## src/rtl/rtc_bcd_field_if.sv

```systemverilog
// ---------------------------------------------------------------------------
// rtc_bcd_field_if
// Bundles the key, load, tick and output signals of one RTC BCD time field.
//   master : drives UP, DOWN, MOD_EN, LOAD, DATA_in, TICK;
//            observes DATA_out, CARRY, LOAD_ERR
//   slave  : the field register itself (opposite directions)
// Parameter DIGITS sets the packed-BCD width W = 4*DIGITS.
// ---------------------------------------------------------------------------
interface rtc_bcd_field_if #(
    parameter int DIGITS = 2
);
    localparam int W = 4 * DIGITS;

    logic         UP;
    logic         DOWN;
    logic         MOD_EN;
    logic         LOAD;
    logic [W-1:0] DATA_in;
    logic         TICK;
    logic [W-1:0] DATA_out;
    logic         CARRY;
    logic         LOAD_ERR;

    modport master (
        output UP, DOWN, MOD_EN, LOAD, DATA_in, TICK,
        input  DATA_out, CARRY, LOAD_ERR
    );

    modport slave (
        input  UP, DOWN, MOD_EN, LOAD, DATA_in, TICK,
        output DATA_out, CARRY, LOAD_ERR
    );
endinterface

```

## src/rtl/rtc_bcd_field.sv

```systemverilog
// ---------------------------------------------------------------------------
// rtc_bcd_field
// One packed-BCD RTC time field (seconds, minutes, hours, ...) holding a value
// in [MIN_BCD, MAX_BCD]. Supports key editing with hold-to-repeat while
// MOD_EN=1, range/digit-checked bulk LOAD and TICK counting with a CARRY
// pulse for cascading fields when MOD_EN=0.
// Ports:
//   CLK  - system clock
//   RST  - asynchronous active-high reset
//   bus  - rtc_bcd_field_if.slave (keys, load, tick, value/carry/error out)
// All outputs are registered.
// ---------------------------------------------------------------------------
module rtc_bcd_field #(
    parameter int                  DIGITS  = 2,
    parameter logic [4*DIGITS-1:0] MIN_BCD = 8'h00,
    parameter logic [4*DIGITS-1:0] MAX_BCD = 8'h59,
    parameter logic [4*DIGITS-1:0] RST_BCD = 8'h00,
    parameter logic [23:0]         REP_DLY = 24'd25_000_000,
    parameter logic [23:0]         REP_PER = 24'd5_000_000
) (
    input  logic           CLK,
    input  logic           RST,
    rtc_bcd_field_if.slave bus
);
    localparam int W = 4 * DIGITS;

    typedef enum logic [1:0] {
        ST_IDLE   = 2'd0,
        ST_HOLD   = 2'd1,
        ST_REPEAT = 2'd2
    } key_state_t;

    key_state_t   state_r, state_s;
    logic [23:0]  cnt_r, cnt_s;
    logic         dir_r, dir_s;        // 1 = current hold is an UP hold
    logic         up_prev_r, dn_prev_r;
    logic         arm_r;               // set once keys seen released after reset
    logic         key_act_s, key_up_s, edge_s;
    logic         step_s;
    logic [W-1:0] data_r, data_s;
    logic         carry_r, carry_s;
    logic         err_r, err_s;

    // BCD +1 with per-digit carry; MAX_BCD wraps to MIN_BCD.
    function automatic logic [W-1:0] bcd_inc(input logic [W-1:0] v);
        logic [W-1:0] r;
        logic         c;
        r = v;
        c = 1'b1;
        if (v >= MAX_BCD) begin
            r = MIN_BCD;
        end else begin
            for (int i = 0; i < DIGITS; i++) begin
                if (c) begin
                    if (v[4*i +: 4] >= 4'd9) begin
                        r[4*i +: 4] = 4'd0;
                    end else begin
                        r[4*i +: 4] = v[4*i +: 4] + 4'd1;
                        c = 1'b0;
                    end
                end else begin
                    r[4*i +: 4] = v[4*i +: 4];
                end
            end
        end
        return r;
    endfunction

    // BCD -1 with per-digit borrow; MIN_BCD wraps to MAX_BCD.
    function automatic logic [W-1:0] bcd_dec(input logic [W-1:0] v);
        logic [W-1:0] r;
        logic         b;
        r = v;
        b = 1'b1;
        if (v <= MIN_BCD) begin
            r = MAX_BCD;
        end else begin
            for (int i = 0; i < DIGITS; i++) begin
                if (b) begin
                    if (v[4*i +: 4] == 4'd0) begin
                        r[4*i +: 4] = 4'd9;
                    end else begin
                        r[4*i +: 4] = v[4*i +: 4] - 4'd1;
                        b = 1'b0;
                    end
                end else begin
                    r[4*i +: 4] = v[4*i +: 4];
                end
            end
        end
        return r;
    endfunction

    // True when every nibble is a decimal digit and the value is in range.
    function automatic logic bcd_load_ok(input logic [W-1:0] v);
        logic ok;
        ok = (v >= MIN_BCD) && (v <= MAX_BCD);
        for (int i = 0; i < DIGITS; i++) begin
            if (v[4*i +: 4] > 4'd9) begin
                ok = 1'b0;
            end else begin
                ok = ok;
            end
        end
        return ok;
    endfunction

    // UP dominates DOWN. An edge only counts once the keys have been seen
    // released after reset, so a key held through reset cannot restart a step.
    assign key_act_s = bus.UP | bus.DOWN;
    assign key_up_s  = bus.UP;
    assign edge_s    = arm_r & ((bus.UP & ~up_prev_r) |
                                (~bus.UP & bus.DOWN & ~dn_prev_r));

    // Key FSM next state, repeat counter and step request.
    always_comb begin
        state_s = state_r;
        cnt_s   = cnt_r;
        dir_s   = dir_r;
        step_s  = 1'b0;
        if (!bus.MOD_EN) begin
            state_s = ST_IDLE;
            cnt_s   = 24'd0;
        end else begin
            case (state_r)
                ST_IDLE: begin
                    if (edge_s) begin
                        step_s  = 1'b1;
                        cnt_s   = 24'd0;
                        dir_s   = key_up_s;
                        state_s = ST_HOLD;
                    end else begin
                        cnt_s   = 24'd0;
                    end
                end
                ST_HOLD, ST_REPEAT: begin
                    if (!key_act_s) begin
                        state_s = ST_IDLE;
                        cnt_s   = 24'd0;
                    end else if (key_up_s != dir_r) begin
                        // direction swap: immediate step, restart the delay
                        step_s  = 1'b1;
                        cnt_s   = 24'd0;
                        dir_s   = key_up_s;
                        state_s = ST_HOLD;
                    end else if (cnt_r == ((state_r == ST_HOLD) ? (REP_DLY - 24'd1)
                                                                : (REP_PER - 24'd1))) begin
                        step_s  = 1'b1;
                        cnt_s   = 24'd0;
                        state_s = ST_REPEAT;
                    end else begin
                        cnt_s   = cnt_r + 24'd1;
                    end
                end
                default: begin
                    state_s = ST_IDLE;
                    cnt_s   = 24'd0;
                end
            endcase
        end
    end

    // Field value next state: edit step, then LOAD, then TICK.
    always_comb begin
        data_s  = data_r;
        carry_s = 1'b0;
        err_s   = 1'b0;
        if (step_s) begin
            data_s = dir_s ? bcd_inc(data_r) : bcd_dec(data_r);
        end else if (!bus.MOD_EN && bus.LOAD) begin
            if (bcd_load_ok(bus.DATA_in)) begin
                data_s = bus.DATA_in;
            end else begin
                err_s  = 1'b1;
            end
        end else if (!bus.MOD_EN && bus.TICK) begin
            data_s  = bcd_inc(data_r);
            carry_s = (data_r >= MAX_BCD);
        end else begin
            data_s  = data_r;
        end
    end

    // Key FSM, counter and key-history registers.
    always_ff @(posedge CLK or posedge RST) begin
        if (RST) begin
            state_r   <= ST_IDLE;
            cnt_r     <= 24'd0;
            dir_r     <= 1'b0;
            up_prev_r <= 1'b0;
            dn_prev_r <= 1'b0;
            arm_r     <= 1'b0;
        end else begin
            state_r   <= state_s;
            cnt_r     <= cnt_s;
            dir_r     <= dir_s;
            up_prev_r <= bus.UP;
            dn_prev_r <= bus.DOWN;
            arm_r     <= arm_r | ~key_act_s;
        end
    end

    // Value and pulse output registers.
    always_ff @(posedge CLK or posedge RST) begin
        if (RST) begin
            data_r  <= RST_BCD;
            carry_r <= 1'b0;
            err_r   <= 1'b0;
        end else begin
            data_r  <= data_s;
            carry_r <= carry_s;
            err_r   <= err_s;
        end
    end

    assign bus.DATA_out = data_r;
    assign bus.CARRY    = carry_r;
    assign bus.LOAD_ERR = err_r;

endmodule

```

## src/flat_wrapper.sv

```systemverilog
// flat-port wrapper written by rule: the top's interface ports become plain ports
module rtc_bcd_field_flat 
#(
    parameter int                  DIGITS  = 2,
    parameter logic [4*DIGITS-1:0] MIN_BCD = 8'h00,
    parameter logic [4*DIGITS-1:0] MAX_BCD = 8'h59,
    parameter logic [4*DIGITS-1:0] RST_BCD = 8'h00,
    parameter logic [23:0]         REP_DLY = 24'd25_000_000,
    parameter logic [23:0]         REP_PER = 24'd5_000_000
)
  (CLK, RST, bus_UP, bus_DOWN, bus_MOD_EN, bus_LOAD, bus_DATA_in, bus_TICK, bus_DATA_out, bus_CARRY, bus_LOAD_ERR);
  rtc_bcd_field_if #(.DIGITS(DIGITS)) bus_i ();
  input  logic CLK;
  input  logic RST;
  input wire logic [$bits(bus_i.UP)-1:0] bus_UP;
  input wire logic [$bits(bus_i.DOWN)-1:0] bus_DOWN;
  input wire logic [$bits(bus_i.MOD_EN)-1:0] bus_MOD_EN;
  input wire logic [$bits(bus_i.LOAD)-1:0] bus_LOAD;
  input wire logic [$bits(bus_i.DATA_in)-1:0] bus_DATA_in;
  input wire logic [$bits(bus_i.TICK)-1:0] bus_TICK;
  output wire logic [$bits(bus_i.DATA_out)-1:0] bus_DATA_out;
  output wire logic [$bits(bus_i.CARRY)-1:0] bus_CARRY;
  output wire logic [$bits(bus_i.LOAD_ERR)-1:0] bus_LOAD_ERR;
  assign bus_i.UP = bus_UP;
  assign bus_i.DOWN = bus_DOWN;
  assign bus_i.MOD_EN = bus_MOD_EN;
  assign bus_i.LOAD = bus_LOAD;
  assign bus_i.DATA_in = bus_DATA_in;
  assign bus_i.TICK = bus_TICK;
  assign bus_DATA_out = bus_i.DATA_out;
  assign bus_CARRY = bus_i.CARRY;
  assign bus_LOAD_ERR = bus_i.LOAD_ERR;
  rtc_bcd_field #(.DIGITS(DIGITS), .MIN_BCD(MIN_BCD), .MAX_BCD(MAX_BCD), .RST_BCD(RST_BCD), .REP_DLY(REP_DLY), .REP_PER(REP_PER)) u_core (.CLK(CLK), .RST(RST), .bus(bus_i));
endmodule
```

## config.mk

```make
export PLATFORM = sky130hd
export DESIGN_NAME = rtc_bcd_field_flat
export DESIGN_NICKNAME = d
export VERILOG_FILES = /design/src/rtl/rtc_bcd_field_if.sv /design/src/rtl/rtc_bcd_field.sv /design/src/flat_wrapper.sv
export SDC_FILE = /design/constraint.sdc
export NUM_CORES = 1
export LEC_CHECK = 0
export CORE_MARGIN = 8
export CORE_UTILIZATION = 50
export CTS_BUF_LIST = sky130_fd_sc_hd__clkbuf_16
export DETAILED_ROUTE_END_ITERATION = 16
export GPL_ROUTABILITY_DRIVEN = 0
export MAX_ROUTING_LAYER = met4
export PLACE_DENSITY = 0.8
export SLEW_MARGIN = 20
export SYNTH_ARGS = -nofsm -noshare
export SYNTH_HDL_FRONTEND = slang
export SYNTH_SLANG_ARGS = --single-unit
```

## constraint.sdc

```tcl
create_clock -name CLK -period 6.5 [get_ports CLK]
set_clock_uncertainty 0.1 [all_clocks]
set_input_delay 1.3 -clock CLK [delete_from_list [all_inputs] [get_ports CLK]]
set_output_delay 1.3 -clock CLK [all_outputs]
set_load 0.05 [all_outputs]
```

Word-level counts from Yosys, hierarchy flattened

Index checks and enable logic that the tools add are counted.

Order comparisons: 8
Equality and inequality tests: 9
Bitwise logic cells: 11
Add/subtract/negate cells: 5
Reductions and logical operators: 13
Muxes and demuxes: 57

Operators with widths:

| kind                                                                                 | count |
|---|---|
| 24-bit two-way mux                                                                   | 5 |
| 8-bit two-way mux                                                                    | 8 |
| 1-bit two-way mux                                                                    | 28 |
| 4-bit two-way mux                                                                    | 7 |
| 24-bit by 1-bit adder with 24-bit output (second input constant)                     | 1 |
| 24-bit equality test                                                                 | 1 |
| 22-bit two-way mux                                                                   | 1 |
| 2-bit two-way mux                                                                    | 5 |
| 4-bit by 1-bit adder with 4-bit output (second input constant)                       | 2 |
| 4-bit greater-or-equal comparator (second input constant)                            | 2 |
| 8-bit by 1-bit greater-or-equal comparator with 1-bit output (second input constant) | 1 |
| 8-bit by 7-bit greater-or-equal comparator with 1-bit output (second input constant) | 1 |
| 4-bit > comparator (second input constant)                                           | 2 |
| 8-bit by 1-bit <= comparator with 1-bit output (second input constant)               | 1 |
| 8-bit by 7-bit <= comparator with 1-bit output (second input constant)               | 1 |
| 4-bit logical NOT                                                                    | 2 |
| 4-bit by 1-bit subtractor with 4-bit output (second input constant)                  | 2 |
| 3-bit by 2-bit inequality test with 1-bit output (second input constant)             | 2 |
| 5-bit inequality test (second input constant)                                        | 1 |
| 5-bit AND reduction                                                                  | 1 |
| 1-bit bitwise AND                                                                    | 4 |
| 4-bit by 3-bit inequality test with 1-bit output (second input constant)             | 1 |
| 4-bit inequality test (second input constant)                                        | 1 |
| 1-bit NOT                                                                            | 4 |
| other kinds (13)                                                                     | 19 |

Word-level logic and storage cells: 113
Input port bits: 15
Register bits: 40
Output and inout bits: 10

Depth between registers and ports, before layout

Gate-level depths: netlist of the first run.

Word-level depth: 14
Depth in mapped cells: 11
Mapped depth without buffers: 9

Worst setup path before layout of the first run

No wires, ideal clock.

Path type: input -> register
Start: input bus_UP
End: register u_core.data_r[7], in the netlist u_core.bus.DATA_out[7]
Data required time: 6272 ps
Cell stages on the path: 8
Slack: 3402 ps
Data arrival time: 2870 ps
Library setup time: 128 ps
Path through: buf_2 > nor3b_1 > o21ai_0 > nand3_1 > nand3_1 > o21ai_0 > nor3b_4 > mux2_1

Word-level cells in the longest chain between the ends: 10

RTL lines:

| element                                                                                  | line                 | RTL |
|---|---|---|
| from (decl)                                                                              | flat_wrapper.sv:15   | `input wire logic [$bits(bus_i.UP)-1:0] bus_UP;` |
| 1-bit NOT                                                                                | rtc_bcd_field.sv:113 | `(~bus.UP & bus.DOWN & ~dn_prev_r));` |
| 1-bit bitwise AND (2 in a row)                                                           | rtc_bcd_field.sv:113 |  |
| 1-bit OR                                                                                 | rtc_bcd_field.sv:112 | `assign edge_s = arm_r & ((bus.UP & ~up_prev_r) \|` |
| 1-bit bitwise AND                                                                        | rtc_bcd_field.sv:112 |  |
| 1-bit two-way mux                                                                        | rtc_bcd_field.sv:127 | `if (edge_s) begin` |
| 1-bit case mux with 2 select lines *                                                     | rtc_bcd_field.sv:125 | `case (state_r)` |
| 1-bit two-way mux *                                                                      | rtc_bcd_field.sv:121 | `if (!bus.MOD_EN) begin` |
| named net u_core.dir_s                                                                   | rtc_bcd_field.sv:35  | `logic dir_r, dir_s;` |
| 4-bit by 3-bit inequality test with 1-bit output (no line), or another cell as far along | --                   |  |
| 5-bit AND reduction (no line) / 8-bit two-way mux (equally long branches)                | --                   |  |
| to (signal assigned)                                                                     | rtc_bcd_field.sv:210 | `data_r <= data_s;` |
| to (decl)                                                                                | rtc_bcd_field.sv:40  | `logic [W-1:0] data_r, data_s;` |

The timed path passes the listed nets; every way through them passes the cells marked *.
A chain may end at the register's enable or synchronous reset.

Worst setup path in the final report of the first run

Start: input bus_UP
End: register u_core.data_r[7], in the netlist u_core.bus.DATA_out[7]

Word-level cells in the longest chain between the ends: 10

RTL lines:

| element                                                                                  | line |
|---|---|
| 1-bit NOT                                                                                | rtc_bcd_field.sv:113 |
| 1-bit bitwise AND (2 in a row)                                                           | rtc_bcd_field.sv:113 |
| 1-bit OR                                                                                 | rtc_bcd_field.sv:112 |
| 1-bit bitwise AND                                                                        | rtc_bcd_field.sv:112 |
| 1-bit two-way mux                                                                        | rtc_bcd_field.sv:127 |
| 1-bit case mux with 2 select lines                                                       | rtc_bcd_field.sv:125 |
| 1-bit two-way mux                                                                        | rtc_bcd_field.sv:121 |
| 4-bit by 3-bit inequality test with 1-bit output (no line), or another cell as far along | -- |
| 5-bit AND reduction (no line) / 8-bit two-way mux (equally long branches)                | -- |

Several ways; a longest one is shown, not always the timed one.

==> results of run 1 <==
==> worst max-delay path, stage by stage <==
cell and delay, ns:
clkdlybuf4s50_1 0.58, inv_1 0.16, o21ai_0 0.09, mux2_2 0.27
o221ai_2 0.44, or2_0 0.57, o21ai_0 0.18, mux2_1 0.31
==> final cells by class <==
cell class	count	area, um^2
fill	458	2060
multi-input combinational	219	1410
sequential	40	1000
timing repair buffer	25	248
clock buffer	5	125
tap	70	87.6
inverter	18	67.6
clock inverter	2	7.51
==> metal layers <==
| metal | vias to the layer above | part of all wire (%) | global-route usage (%) |
|---|---|---|---|
| met1 | 985 | 48 | 20.2 |
| li1 | 1052 | - | - |
| met3 | 2 | 3.1 | 2.55 |
| met4 | 0 | 0.39 | 3.75 |
| met5 | - | 0 | - |
| met2 | 44 | 48 | 25.4 |
==> cells in the final DEF, fill, tap and decap left out, drive strengths merged, types with 2 or more instances in the layout <==
master,n
dfrtp,40
nor2,39
nand2,27
clkdlybuf4s50,24
o21ai,21
inv,18
nand3,18
xor2,13
ha,11
a21oi,9
xnor2,9
nor3,6
nand4,5
o31ai,5
clkbuf,5
nor3b,5
and3,4
nor2b,3
nand2b,3
and2,3
or3,3
o221ai,3
a21boi,2
o21bai,2
and4,2
nor4b,2
a221oi,2
a31oi,2
mux2i,2
o22ai,2
clkinv,2
mux2,2
or4,2
==> sequential cells by signal (all words and copies together) (netlist names) <==
name,cells
u_core.arm_r,1
u_core.bus.CARRY,1
u_core.bus.DATA_out,8
u_core.bus.LOAD_ERR,1
u_core.cnt_r,24
u_core.dir_r,1
u_core.dn_prev_r,1
u_core.state_r,2
u_core.up_prev_r,1
==> cells by family after synthesis <==
logic type / after synthesis / share of synthesized area [%]
simple gates: 125 / 24.9
mux: 4 / 1.68
fa+ha+maj: 11 / 5.44
xor+xnor: 22 / 7.62
buf+inv: 27 / 4.65
flops: 40 / 39.6
compound gates: 57 / 16.2
==> per-stage QoR <==
stage          setup WS [ns]  cell area (um^2)  power, mW  hold slack [ns]
6_report                2.66              2950       1.06            0.366
5_1_grt                 2.43              2950       1.13            0.373
4_1_cts                 2.69              2950       1.06            0.363
3_5_place_dp            2.40              2820      0.828            0.352
3_3_place_gp            2.45              2820      0.819            0.343
2_1_floorplan           3.40              2530      0.704            0.324
==> synth_stat cells, drive strengths merged, types with 3 or more instances <==
library cell  number
a21oi              9
and2               3
and3               4
buf                3
clkbuf             6
dfrtp             40
ha                11
inv               18
nand2             27
nand2b             3
nand3             18
nand4              5
nor2              39
nor2b              3
nor3               6
nor3b              5
o21ai             21
o221ai             3
o31ai              5
or3                3
xnor2              9
xor2              13
==> power breakdown <==
group	internal, mW	switching [mW]	total [mW]
registers	0.282	0.0611	0.343
logic	0.183	0.303	0.486
clock network	0.137	0.0884	0.226
==> final timing paths <==
path | start | endpoint | slack, ns
setup / recovery | bus_UP | u_core.bus.DATA_out[7] | 2.66
hold / removal | u_core.cnt_r[0] | u_core.cnt_r[0] | 0.37
setup reg to reg | u_core.cnt_r[16] | u_core.bus.DATA_out[7] | 3.23
hold reg to reg | u_core.cnt_r[0] | u_core.cnt_r[0] | 0.37
max in group asynchronous | RST | u_core.bus.DATA_out[3] | 4.60
min in group asynchronous | RST | u_core.cnt_r[8] | 1.35
==> out/qor.csv, run 1 <==
stage,metric,value,unit
global_route,antenna_found_initial,0,
synthesis,synth_seq_cells,40,
synthesis,ys_async_sr_fraction,100,%
worst_setup_path,crit_type,in2reg,
cts,clkLatencyLatePin,0.27,ns
die,die_h,87.1,um
layout,antennaDiodeCount,0,
worst_setup_path,startpoint_type,primary input,
status,outcome,"finished, final reports clean",
cts,numCtsBuffers,5,
die,initial_core_util,50.5,%
route,routed_wl,5380,um
cts,cts.sinks,40,
worst_setup_path,rr_worst_depth,7,
synthesis,yosysSeqAreaShare,39.6,%
synthesis,syn_area,2530,um^2
route,detailedRoute.firstIterationViolations,153,
timing,finalSetupViolations,0,
synthesis,synthFlopType,dfrtp_1,
route,wl_per_cell,14.2,um
worst_setup_path,crit_required,6.55,ns
die,io_pins,25,
cts,cts_max_level,2,
layout,drive_above_1_share,5.18,%
timing,fmaxAchievable,261,MHz
global_route,grt_max_degree,41,
cts,clkTransAtPathRegs,0.05,ns
pwr,p_per_area,358,nW/um^2
timing,report.final.slew_viol_count,0,
synthesis,synth_cell_types,51,
run,drv_cap,0,
synthesis,synth_edf_count,0,
worst_setup_path,crit_path_max_fanout,11,
placed_design,dp_hpwl,3920,um
route,viasPerCell,5.50,
cts,cts-resized-gates,0,
global_route,grt_use_total,15.7,%
timing,tightest_slew,0.876,ns
route,dr.pass1.iters,4,
synthesis,syn_avg_cell_area,8.85,um^2
cts,cts_buffer_depth,2,
synthesis,ys_warn_count,0,
timing,period_minus_slack,3.84,ns
synthesis,synthesis.nets,312,
route,remaining_drc_errors,0,
worst_hold_path,hold_path_depth,1,
placed_design,dp_cells,372,
timing,finalHoldViolCount,0,
die,die_w,87.1,um
timing,rsz0062_at_grt,no,
die,row_count,26,
worst_hold_path,hold_path.class,reg2reg,
die,dieArea,7590,um^2
timing,fin_crit_sh,59.0,%
die,core,5010,um^2
timing,tns,0,ns
synthesis,synth_largest_area_cell,dfrtp_1,
placed_design,numPortBuffers,24,
cts,cts_tree,yes,
pwr,irDropWorstVdd,0.000235,V
synthesis,syn_inst,286,
route,vias,2083,
cts,cts-root-buf,clkbuf_16,
worst_setup_path,crit_path_end_kind,flop,
worst_setup_path,cp.arrival,3.89,ns
synthesis,synth_top_area_share,39.6,%
global_route,grt_pass1_vias,2056,
route,ant_nets,0,
layout,area_growth,16.5,%
pwr,total_leakage_power,1.19,nW
layout,layout.cells.non_filler,379,
cts,hold_buffers,0,
global_route,grt_pass1_wl,9440,um
global_route,overflow,0,
timing,relSlewSlack,41.6,%
layout,layout.nets,335,
cts,cts_setup_buffers,0,
layout,finalCoreUtilization,58.8,%
synthesis,ys_top_cells_by_area,"dfrtp_1 40%, nor2_1 5.8%, ha_1 5.4%",
(Power assumes the default switching activity.)
==> run 2, diff against run 1 <==
- PLACE_DENSITY: 0.8 -> 0.83
- clock period: 6.5 -> 3.25 ns (I/O delays scaled with it)
==> out/qor.csv, run 2 (synthesis results as in run 1) <==
stage,metric,value,unit
timing,fin_crit_sh,96.1,%
die,core,5010,um^2
layout,final_common_cell,dfrtp_1,
cts,clkLatencyLatePin,0.28,ns
global_route,grt_use_met2,27.8,%
global_route,grt_pass1_wl,9980,um
timing,fmaxAchievable,320,MHz
timing,finalHoldViolCount,0,
global_route,grt_use_total,16.6,%
worst_setup_path,crit_required,3.31,ns
die,initial_core_util,50.5,%
pwr,irDropWorstVdd,0.000687,V
global_route,grt_pass1_vias,2189,
global_route,grt_use_met1,20.1,%
die,io_pins,25,
layout,layout_common_cells,"40 x dfrtp_1, 39 x nor2_1, 27 x nand2_1",
worst_setup_path,cp.arrival,3.18,ns
pwr,p_comb_share,44.8,%
layout,area_growth,20.7,%
status,outcome,"finished, final reports clean",
layout,regArea,1000,um^2
cts,clkTransAtPathRegs,0.06,ns
cts,cts_setup_buffers,0,
placed_design,dp_hpwl,4220,um
timing,whs,0.349,ns
pwr,internal-power,1.32,mW
timing,tightest_slew,0.584,ns
layout,layout.nets,344,
pwr,p_per_area,744,nW/um^2
die,die_w,87.1,um
layout,antennaDiodeCount,0,
route,remaining_drc_errors,0,
cts,cts_max_level,2,
route,viasPerCell,5.62,
cts,cts-root-buf,clkbuf_16,
cts,cts_buffer_depth,2,
layout,layout.cells.non_filler,389,
worst_setup_path,crit_type,reg2reg,
placed_design,numPortBuffers,24,
layout,largest_reg_flops,24,
layout,finalCoreUtilization,61.0,%
route,routed_wl,5760,um
run,drv_cap,0,
global_route,top_usage_layer,met2,
global_route,antenna_found_initial,0,
global_route,overflow,0,
worst_setup_path,crit_path_max_fanout,7,
worst_hold_path,hold_path.class,reg2reg,
layout,largest_register,u_core.cnt_r,
timing,report.final.slew_viol_count,0,
pwr,power.switching,0.947,mW
layout,nFillCells,450,
cts,cts.sinks,40,
route,detailedRoute.firstIterationViolations,176,
pwr,p_clk_share,24.8,%
worst_setup_path,crit_path_end_kind,flop,
cts,numCtsBuffers,5,
route,wl_per_cell,14.8,um
layout,drive_above_1_share,8.78,%
die,die_h,87.1,um
route,vias,2186,
timing,relSlewSlack,60.8,%
worst_setup_path,startpoint_type,flop,
pwr,p_seq_share,30.4,%
pwr,total_leakage_power,1.25,nW
global_route,grt_max_degree,41,
timing,period_minus_slack,3.12,ns
timing,rsz0062_at_grt,no,
timing,finalSetupViolations,0,
placed_design,dp_cells,381,
layout,multi_input_area,1410,um^2
timing,tns,0,ns
die,dieArea,7590,um^2
global_route,grtUsageMet3,3.02,%
route,ant_nets,0,
pwr,swShare,41.7,%
die,row_count,26,
route,dr.pass1.iters,4,
cts,cts_tree,yes,
## run 2: critical path, cell delays in order, from the launching register on
cell and delay [ns]:
dfrtp_1 0.42, or4_1 0.53, or4_4 0.44, a2111oi_4 0.38, o221ai_2 0.22, buf_4 0.21
nor3b_2 0.28, nor3b_4 0.10, mux2_1 0.32
## run 2: stage by stage
stage / total power, mW / area [um^2] / setup slack [ns]
after detailed placement: 1.70 / 2880 / 0.0673
after floorplan: 1.41 / 2530 / 0.375
after CTS: 2.27 / 3050 / 0.102
after global routing: 2.42 / 3050 / 0.0355
after global placement: 1.67 / 2880 / 0.145
final: 2.27 / 3050 / 0.127
## run 2: worst paths after layout
kind / slack (ns) / cells after the start / startpoint / to
worst max register to register: 0.13 / 8 / u_core.cnt_r[16] / u_core.bus.DATA_out[7]
max in group asynchronous: 2.01 / 3 / RST / u_core.bus.DATA_out[0]
min in group asynchronous: 0.70 / 3 / RST / u_core.bus.CARRY
worst min-delay path: 0.35 / 1 / u_core.cnt_r[0] / u_core.cnt_r[0]
worst min register to register: 0.35 / 1 / u_core.cnt_r[0] / u_core.cnt_r[0]
worst max-delay path: 0.13 / 8 / u_core.cnt_r[16] / u_core.bus.DATA_out[7]
## run 2: repair_timing
item / 4_1_cts / 5_1_grt
hold buffers: 0 / 0
endpoints found under the setup margin: 0 / 1
gates resized for setup: 0 / 1
## run 2: final cells by class
cell class	instances	share of cell area, %
Multi-Input combinational cell	219	46.2
Sequential cell	40	32.8
Timing Repair Buffer	34	10.3
Clock buffer	5	4.10
Tap cell	70	2.87
Inverter	18	2.21
Clock inverter	3	1.52
## run 2: power by group through the flow
stage	combinational, mW	clock [mW]	sequential (mW)
6_report	1.02	0.563	0.690
5_1_grt	1.12	0.594	0.702
4_1_cts	1.01	0.573	0.686
3_5_place_dp	1.00	0	0.694
3_3_place_gp	0.984	0	0.690
2_1_floorplan	0.595	0	0.813
## run 2: routing by layer
layer | vias up | wire [um]
met5 | - | 0
met2 | 56 | 2890
met3 | 8 | 176
met4 | 0 | 53
li1 | 1065 | -
met1 | 1057 | 2640
